[src/rtl/pwm_capture_pkg.sv]
// Shared types and constants for the PWM capture block.
package pwm_pkg;

  // Capture state machine encoding
  typedef enum logic [1:0] {
    IDLE = 2'd0,
    HIGH = 2'd1,
    LOW  = 2'd2
  } cap_state_t;

  // Default counter width for period/high-time measurement
  localparam int PWM_CNT_W = 28;

  // Default loss-of-signal timeout in clk_in cycles
  localparam logic [PWM_CNT_W-1:0] PWM_TIMEOUT = 28'd50_000_000;

endpackage

[src/rtl/pwm_capture_if.sv]
// Result bundle of the PWM capture block.
//
// Handshake: meas_valid is a valid-only strobe with no ready. period_out and
// high_out are updated in the meas_valid cycle and held until the next one;
// a consumer must take the values in that cycle. timeout is a single-cycle
// strobe marking loss of signal. locked is a level. state and pwm_level are
// debug views of the capture FSM and the synchronized input.
interface pwm_capture_if #(
  parameter int CNT_W = pwm_pkg::PWM_CNT_W
);
  import pwm_pkg::*;

  logic [CNT_W-1:0] period_out;
  logic [CNT_W-1:0] high_out;
  logic             meas_valid;
  logic             locked;
  logic             timeout;
  cap_state_t       state;
  logic             pwm_level;

  modport master (
    output period_out,
    output high_out,
    output meas_valid,
    output locked,
    output timeout,
    output state,
    output pwm_level
  );

  modport slave (
    input period_out,
    input high_out,
    input meas_valid,
    input locked,
    input timeout,
    input state,
    input pwm_level
  );

endinterface

[src/rtl/pwm_capture_sync_edge.sv]
// Two-flop synchronizer plus history flop with rise/fall detection for an
// asynchronous single-bit input. Both edges see identical delay, so pulse
// widths measured downstream are exact for a clean input.
module sync_edge (
  input  logic clk_in,
  input  logic rst,
  input  logic async_in,
  output logic level,
  output logic rise,
  output logic fall
);

  logic s1_q;
  logic s2_q;
  logic s3_q;

  // Synchronizer chain (s1, s2) and one-cycle history (s3)
  always_ff @(posedge clk_in) begin
    if (rst) begin
      s1_q <= 1'b0;
      s2_q <= 1'b0;
      s3_q <= 1'b0;
    end else begin
      s1_q <= async_in;
      s2_q <= s1_q;
      s3_q <= s2_q;
    end
  end

  assign level = s2_q;
  assign rise  = s2_q & ~s3_q;
  assign fall  = ~s2_q & s3_q;

endmodule

[src/rtl/pwm_capture.sv]
// PWM receiver: measures period and high time of pwm_in in clk_in cycles,
// reports each completed period with a one-cycle meas_valid, and flags loss
// of signal when no rising edge arrives within TIMEOUT cycles.
module pwm_capture
  import pwm_pkg::*;
#(
  parameter int               CNT_W   = PWM_CNT_W,
  parameter logic [CNT_W-1:0] TIMEOUT = CNT_W'(PWM_TIMEOUT)
) (
  input  logic          clk_in,
  input  logic          rst,
  input  logic          pwm_in,
  pwm_capture_if.master res
);

  logic level;
  logic rise;
  logic fall;

  sync_edge u_sync_edge (
    .clk_in   (clk_in),
    .rst      (rst),
    .async_in (pwm_in),
    .level    (level),
    .rise     (rise),
    .fall     (fall)
  );

  cap_state_t       state_q;
  logic [CNT_W-1:0] cnt_q;
  logic [CNT_W-1:0] hcap_q;
  logic [CNT_W-1:0] period_q;
  logic [CNT_W-1:0] high_q;
  logic             meas_valid_q;
  logic             locked_q;
  logic             timeout_q;
  logic             at_limit;

  // cnt is the number of cycles since the last detected rise
  assign at_limit = (cnt_q == TIMEOUT);

  // Capture FSM with counter, high-time capture and registered outputs.
  // A rise always takes priority over an expiring timeout so a period of
  // exactly TIMEOUT cycles still completes as a measurement.
  always_ff @(posedge clk_in) begin
    if (rst) begin
      state_q      <= IDLE;
      cnt_q        <= '0;
      hcap_q       <= '0;
      period_q     <= '0;
      high_q       <= '0;
      meas_valid_q <= 1'b0;
      locked_q     <= 1'b0;
      timeout_q    <= 1'b0;
    end else begin
      meas_valid_q <= 1'b0;
      timeout_q    <= 1'b0;
      unique case (state_q)
        IDLE: begin
          // Falls are ignored here; only a rise starts a period
          if (rise) begin
            cnt_q   <= CNT_W'(1);
            state_q <= HIGH;
          end
        end
        HIGH: begin
          if (at_limit) begin
            timeout_q <= 1'b1;
            locked_q  <= 1'b0;
            cnt_q     <= '0;
            state_q   <= IDLE;
          end else begin
            cnt_q <= cnt_q + CNT_W'(1);
            if (fall) begin
              hcap_q  <= cnt_q;
              state_q <= LOW;
            end
          end
        end
        LOW: begin
          if (rise) begin
            period_q     <= cnt_q;
            high_q       <= hcap_q;
            meas_valid_q <= 1'b1;
            locked_q     <= 1'b1;
            cnt_q        <= CNT_W'(1);
            state_q      <= HIGH;
          end else if (at_limit) begin
            timeout_q <= 1'b1;
            locked_q  <= 1'b0;
            cnt_q     <= '0;
            state_q   <= IDLE;
          end else begin
            cnt_q <= cnt_q + CNT_W'(1);
          end
        end
        default: begin
          cnt_q   <= '0;
          state_q <= IDLE;
        end
      endcase
    end
  end

  assign res.period_out = period_q;
  assign res.high_out   = high_q;
  assign res.meas_valid = meas_valid_q;
  assign res.locked     = locked_q;
  assign res.timeout    = timeout_q;
  assign res.state      = state_q;
  assign res.pwm_level  = level;

endmodule
[src/flat_wrapper.sv]
// flat-port wrapper written by rule: the top's interface ports become plain ports
module pwm_capture_flat import pwm_pkg::*;
#(
  parameter int               CNT_W   = PWM_CNT_W,
  parameter logic [CNT_W-1:0] TIMEOUT = CNT_W'(PWM_TIMEOUT)
)
  (clk_in, rst, pwm_in, res_period_out, res_high_out, res_meas_valid, res_locked, res_timeout, res_state, res_pwm_level);
  pwm_capture_if #(.CNT_W(CNT_W)) res_i ();
  input  logic clk_in;
  input  logic rst;
  input  logic pwm_in;
  output wire logic [$bits(res_i.period_out)-1:0] res_period_out;
  output wire logic [$bits(res_i.high_out)-1:0] res_high_out;
  output wire logic [$bits(res_i.meas_valid)-1:0] res_meas_valid;
  output wire logic [$bits(res_i.locked)-1:0] res_locked;
  output wire logic [$bits(res_i.timeout)-1:0] res_timeout;
  output wire logic [$bits(res_i.state)-1:0] res_state;
  output wire logic [$bits(res_i.pwm_level)-1:0] res_pwm_level;
  assign res_period_out = res_i.period_out;
  assign res_high_out = res_i.high_out;
  assign res_meas_valid = res_i.meas_valid;
  assign res_locked = res_i.locked;
  assign res_timeout = res_i.timeout;
  assign res_state = res_i.state;
  assign res_pwm_level = res_i.pwm_level;
  pwm_capture #(.CNT_W(CNT_W), .TIMEOUT(TIMEOUT)) u_core (.clk_in(clk_in), .rst(rst), .pwm_in(pwm_in), .res(res_i));
endmodule
[config.mk]
export PLATFORM = sky130hd
export DESIGN_NAME = pwm_capture_flat
export DESIGN_NICKNAME = d
export VERILOG_FILES = /design/src/rtl/pwm_capture_pkg.sv /design/src/rtl/pwm_capture_if.sv /design/src/rtl/pwm_capture_sync_edge.sv /design/src/rtl/pwm_capture.sv /design/src/flat_wrapper.sv
export SDC_FILE = /design/constraint.sdc
export NUM_CORES = 1
export LEC_CHECK = 0
export BUFFER_PORTS_ARGS = -buffer_cell sky130_fd_sc_hd__clkbuf_2
export CAP_MARGIN = 0
export CORE_ASPECT_RATIO = 0.5
export CORE_UTILIZATION = 61
export DETAILED_ROUTE_END_ITERATION = 8
export PLACE_DENSITY = 0.8
export SYNTH_ARGS = -nofsm -noshare
export SYNTH_HDL_FRONTEND = slang
export SYNTH_SLANG_ARGS = --single-unit
[constraint.sdc]
create_clock -name clk_in -period 5.2 [get_ports clk_in]
set_input_delay 0.52 -clock clk_in [delete_from_list [all_inputs] [get_ports clk_in]]
set_output_delay 0.52 -clock clk_in [all_outputs]
set_load 0.005 [all_outputs]
Yosys cells after proc, flatten, opt, wreduce, memory -nomap -nowiden
Cells that the tools add are included.
Cells by class
  add/subtract/negate cells: 1
  equal/unequal tests: 6
  mux-type cells: 17
  bitwise logic cells: 6
  reduce and logical (&&, ||, !) cells: 6
Operators with widths (count)
  $mux 28: 3
  $pmux 28 s3: 1
  $add 28x1->28 const B: 1
  $eq 28x26->1 const B: 1
  $mux 2: 5
  $ne 3x1->1 const B: 2
  $pmux 2 s3: 1
  $reduce_and 3->1: 2
  $mux 1: 5
  $not 1->1: 4
  $pmux 1 s2: 2
  $and 1x1->1: 2
  $eq 2x1->1 const B: 1
  $eq 2x2->1 const B: 1
  $logic_not 2->1: 1
  $ne 2x1->1 const B: 1
  $reduce_and 2->1: 1
  $reduce_bool 2->1: 1
  $reduce_or 2->1: 1
Storage, ports and cells
  flip-flop bits (word level): 120
  input bits: 3
  output and inout port bits: 62
  logic and storage cells: 47

Depth between registers and ports, before layout
  word-level depth: 5
  depth in mapped cells: 9
  mapped depth without buffers: 7

By module
A second synthesis with hierarchy kept.
Second synthesis, totals
  cell total of the unflattened synthesis: 553
  area, all modules: 4778.3 sq um
Modules (own cells, without submodules)
  pwm_capture: instances 1, cells an instance 545, area each 4687.0 sq um, sequential area each 2342.2 sq um
  sync_edge: instances 1, cells an instance 8, area each 91.3 sq um, sequential area each 60.1 sq um

Least setup slack after synthesis
Ideal clock, no wire load.
  path kind: flip-flop to flip-flop
  start point: register u_core.cnt_q[10]
  end point: register u_core.hcap_q[10]
  setup time: 0.128 ns
  arrival: 1.820 ns
  required time: 5.072 ns
  slack: 3.252 ns
  stages on the path, launching flop included: 9
  path buffers: 3
  period minus slack after synthesis: 1.948 ns
  cell sequence: dfxtp_1 -> buf_6 -> or4_4 -> nor4_4 -> a211o_1 -> buf_6 -> buf_12 -> mux2i_1 -> nor2_1
On the way
  cells in the longest elaborated chain, start to end: 3
Ends and longest elaborated chain
  from (decl): line pwm_capture.sv:30  | logic [CNT_W-1:0] cnt_q;
  from (signal assigned): line pwm_capture.sv:73  | cnt_q <= cnt_q + CNT_W'(1);
  from (signal assigned): line pwm_capture.sv:94  | cnt_q <= cnt_q + CNT_W'(1);
  $eq 28x26->1: line pwm_capture.sv:40  | assign at_limit = (cnt_q == TIMEOUT);
  $not 1->1 (no source line)
  $reduce_and 3->1 (no source line)
  to (signal assigned): line pwm_capture.sv:75  | hcap_q <= cnt_q;
  to (decl): line pwm_capture.sv:31  | logic [CNT_W-1:0] hcap_q;
Parallel ways exist; a longest one is shown, timed or not.
A chain may end at the register's enable or synchronous reset.

Worst setup path after layout
  start point: register u_core.cnt_q[8]
  end point: register u_core.hcap_q[23]
On the way
  cells in the longest elaborated chain, start to end: 3
Ends and longest elaborated chain (line)
  $eq 28x26->1: pwm_capture.sv:40
  $not 1->1 (no source line)
  $reduce_and 3->1 (no source line)
Every way passes these cells.

==> impl_metrics.yaml <==
status:
  status: "finished, final reports clean"
cts:
  cts-htree-levels: 4
  numCtsBuffers: 17
  cts_setup_buffers: 0
  clock_latency_ns: 0.41
  cts.root.buffer_cell: "clkbuf_16"
  cts.sink_count: 120
  path_clk_slew_ns: 0.06
  postCtsResizedCells: 0
  cts.hold.buffers_added: 0
  cts_tree: "done"
  cts_buffer_depth: 2
cells_and_area:
  area_growth_pct: 18.8
  final_common_cell: "nand2_1"
  multi_input_area_mm2: 0.00210
  mostFrequentLayoutCells: "nand2_1, dfxtp_1, a21oi_1, clkbuf_2, nor2_1"
  regArea_mm2: 0.00240
  drive_above_1_share_pct: 17.1
  fillers: 549
  utilization_pct: 75.7
  antenna_cells: 0
  nets: 603
yosys:
  seq_area_frac_synth_pct: 50.9
  yosysTopAreaCell: "dfxtp_1"
  ys.flop_type: "dfxtp_1"
  synth_fp_nets: 552
  syn-cell-area_mm2: 0.00472
  yosysUniqueCellTypes: 43
  syn_inst: 543
  synth_area_leaders: "dfxtp_1, nand2_1, a21oi_1"
  synth-seq-cells: 120
  synthArstFlopShare_pct: 0
  avgSynthCellArea_um2: 8.69
  netlist.area_leader.share_pct: 50.9
  ys_warn_count: 0
  synth-edff-count: 0
detailed_routing:
  ant_nets: 0
  post-route-drc-count: 0
  wl_per_cell_um: 14.6
  drt_first_pass_iters: 5
  via_per_inst: 5.56
  initialDrtViolationCount: 237
  routed_wl_um: 10200
  num_vias: 3911
sta:
  relSlewSlack_pct: 27.3
  fin_crit_ns: 2.49
  grt_setup_unrepaired: "no"
  clock.fmax_mhz: 402
  worst_pin_slew_ns: 1.09
  final-max-slew-violation-count: 0
  fin_skew_ns: 0.00696
  setup-violations-final: 0
  setup_tns_ns: 0
  hold_viol: 0
  finalCritPeriodShare_pct: 47.8
  hold_ws_ns: 0.349
pwr:
  clkPwrFrac_pct: 52.3
  p_int_mw: 1.73
  power.leakage_nw: 2.30
  combPwrFrac_pct: 5.4
  p_sw_mw: 0.495
  power_frac_seq_pct: 42.4
  ir_worst_vdd_v: 0.000280
  powerDensity_mw_per_mm2: 397
  switching_share_pct: 22.3
critical_path:
  cpPeakStageDelay_ns: 0.56
  cp_max_fo: 24
  slowest_stage: "or4_4"
  path_cells: "or4_4, nor4_4, a211o_1, buf_4, mux2i_1, nor2_1"
  cp-end-kind: "flip-flop"
  start_kind: "flip-flop"
  cp.arrival_ns: 2.77
  required_ns: 5.48
  crit_type: "flip-flop to flip-flop"
floorplan:
  dieArea_mm2: 0.00811
  io-pin-count: 65
  die_h_um: 64.2
  die_w_um: 126
  initial_core_util_pct: 63.7
  num_rows: 22
  core-area_mm2: 0.00740
min_path:
  hp-class: "primary input to flip-flop"
grt:
  grt_start_max_net_pins: 59
  gr-total-overflow: 0
  antenna_found_initial: 0
  first_global_vias: 3548
  grtUsageTotal_pct: 27.3
  grt_pass1_wl_um: 17000
job:
  drv_cap: 0
placement:
  place_hpwl_um: 6210
  io_buffers: 64
  place.gp.congestion: 0.801
[cell families after synthesis]
logic type | synth area share (%)
simple gates | 22.8
flops | 50.9
compound gates | 9.23
buf+inv | 4.69
mux | 6.15
xor+xnor | 4.64
fa+ha+maj | 1.59
[power by group through the flow]
stage          Sequential (mW)  Clock (mW)  Combinational, mW
2_1_floorplan            0.957           0             0.0914
3_3_place_gp             0.960           0              0.113
3_5_place_dp             0.960           0              0.115
4_1_cts                  0.942        1.17              0.117
5_1_grt                  0.942        1.21              0.131
6_report                 0.942        1.16              0.120
[synthesized netlist by cell type (all sizes together) (2+ instances only)]
cell type / instances
a2111oi: 3
a211oi: 3
a21o: 2
a21oi: 63
and2: 2
and3: 4
and4: 2
buf: 10
clkbuf: 26
dfxtp: 120
ha: 6
inv: 9
mux2i: 29
nand2: 124
nand2b: 3
nand3: 13
nand4: 11
nor2: 62
nor2b: 5
nor3: 2
nor4: 4
nor4b: 2
o21ai: 2
or4: 2
xnor2: 7
xor2: 18
[worst max-delay path, delay by kind of cell, from the launching register on]
family          cells  cell delay, ns
simple gates        3            0.91
compound gates      1            0.34
flops               1            0.36
buf+inv             1            0.46
mux                 1            0.27
[routing by layer]
metal  share of wire, %  global-route usage, %  up-vias
met5                  0                      0        -
met4                1.3                   10.2        0
met3                4.9                   9.88       17
met2                 44                   40.5      109
met1                 50                   36.3     1872
li1                   -                      -     1913
[final cells by class]
type / count / share of cell area [%]
clock buffer: 24 / 8.95
sequential: 120 / 42.9
multi-input combinational: 378 / 37.5
timing repair buffer: 68 / 6.25
clock inverter: 8 / 1.65
tap: 96 / 2.14
inverter: 9 / 0.603
[worst paths after layout]
| kind | slack (ns) | cells past startpoint | end | from |
|---|---|---|---|---|
| max | 2.71 | 6 | u_core.hcap_q[23] | u_core.cnt_q[8] |
| min | 0.35 | 2 | u_core.u_sync_edge.s1_q | pwm_in |
| max reg2reg | 2.71 | 6 | u_core.hcap_q[23] | u_core.cnt_q[8] |
| min reg2reg | 0.44 | 1 | u_core.u_sync_edge.level | u_core.u_sync_edge.s1_q |
[flip-flops by register name, indices dropped and copies added (netlist names)]
register,cells
u_core.res.high_out,28
u_core.res.meas_valid,1
u_core.u_sync_edge.level,1
u_core.hcap_q,28
u_core.res.locked,1
u_core.res.state,2
u_core.u_sync_edge.s3_q,1
u_core.res.period_out,28
u_core.u_sync_edge.s1_q,1
u_core.cnt_q,28
u_core.res.timeout,1
[stage by stage]
stage          worst slack (ns)  cells  cell area [um2]  power [mW]
2_1_floorplan              3.25    543             4720        1.05
5_1_grt                    2.58    703             5600        2.29
6_report                   2.71    703             5600        2.22
3_5_place_dp               2.76    671             5010        1.08
3_3_place_gp               2.80    671             5010        1.07
4_1_cts                    2.71    703             5600        2.23
Note: power is estimated with default switching activity, not from simulation.
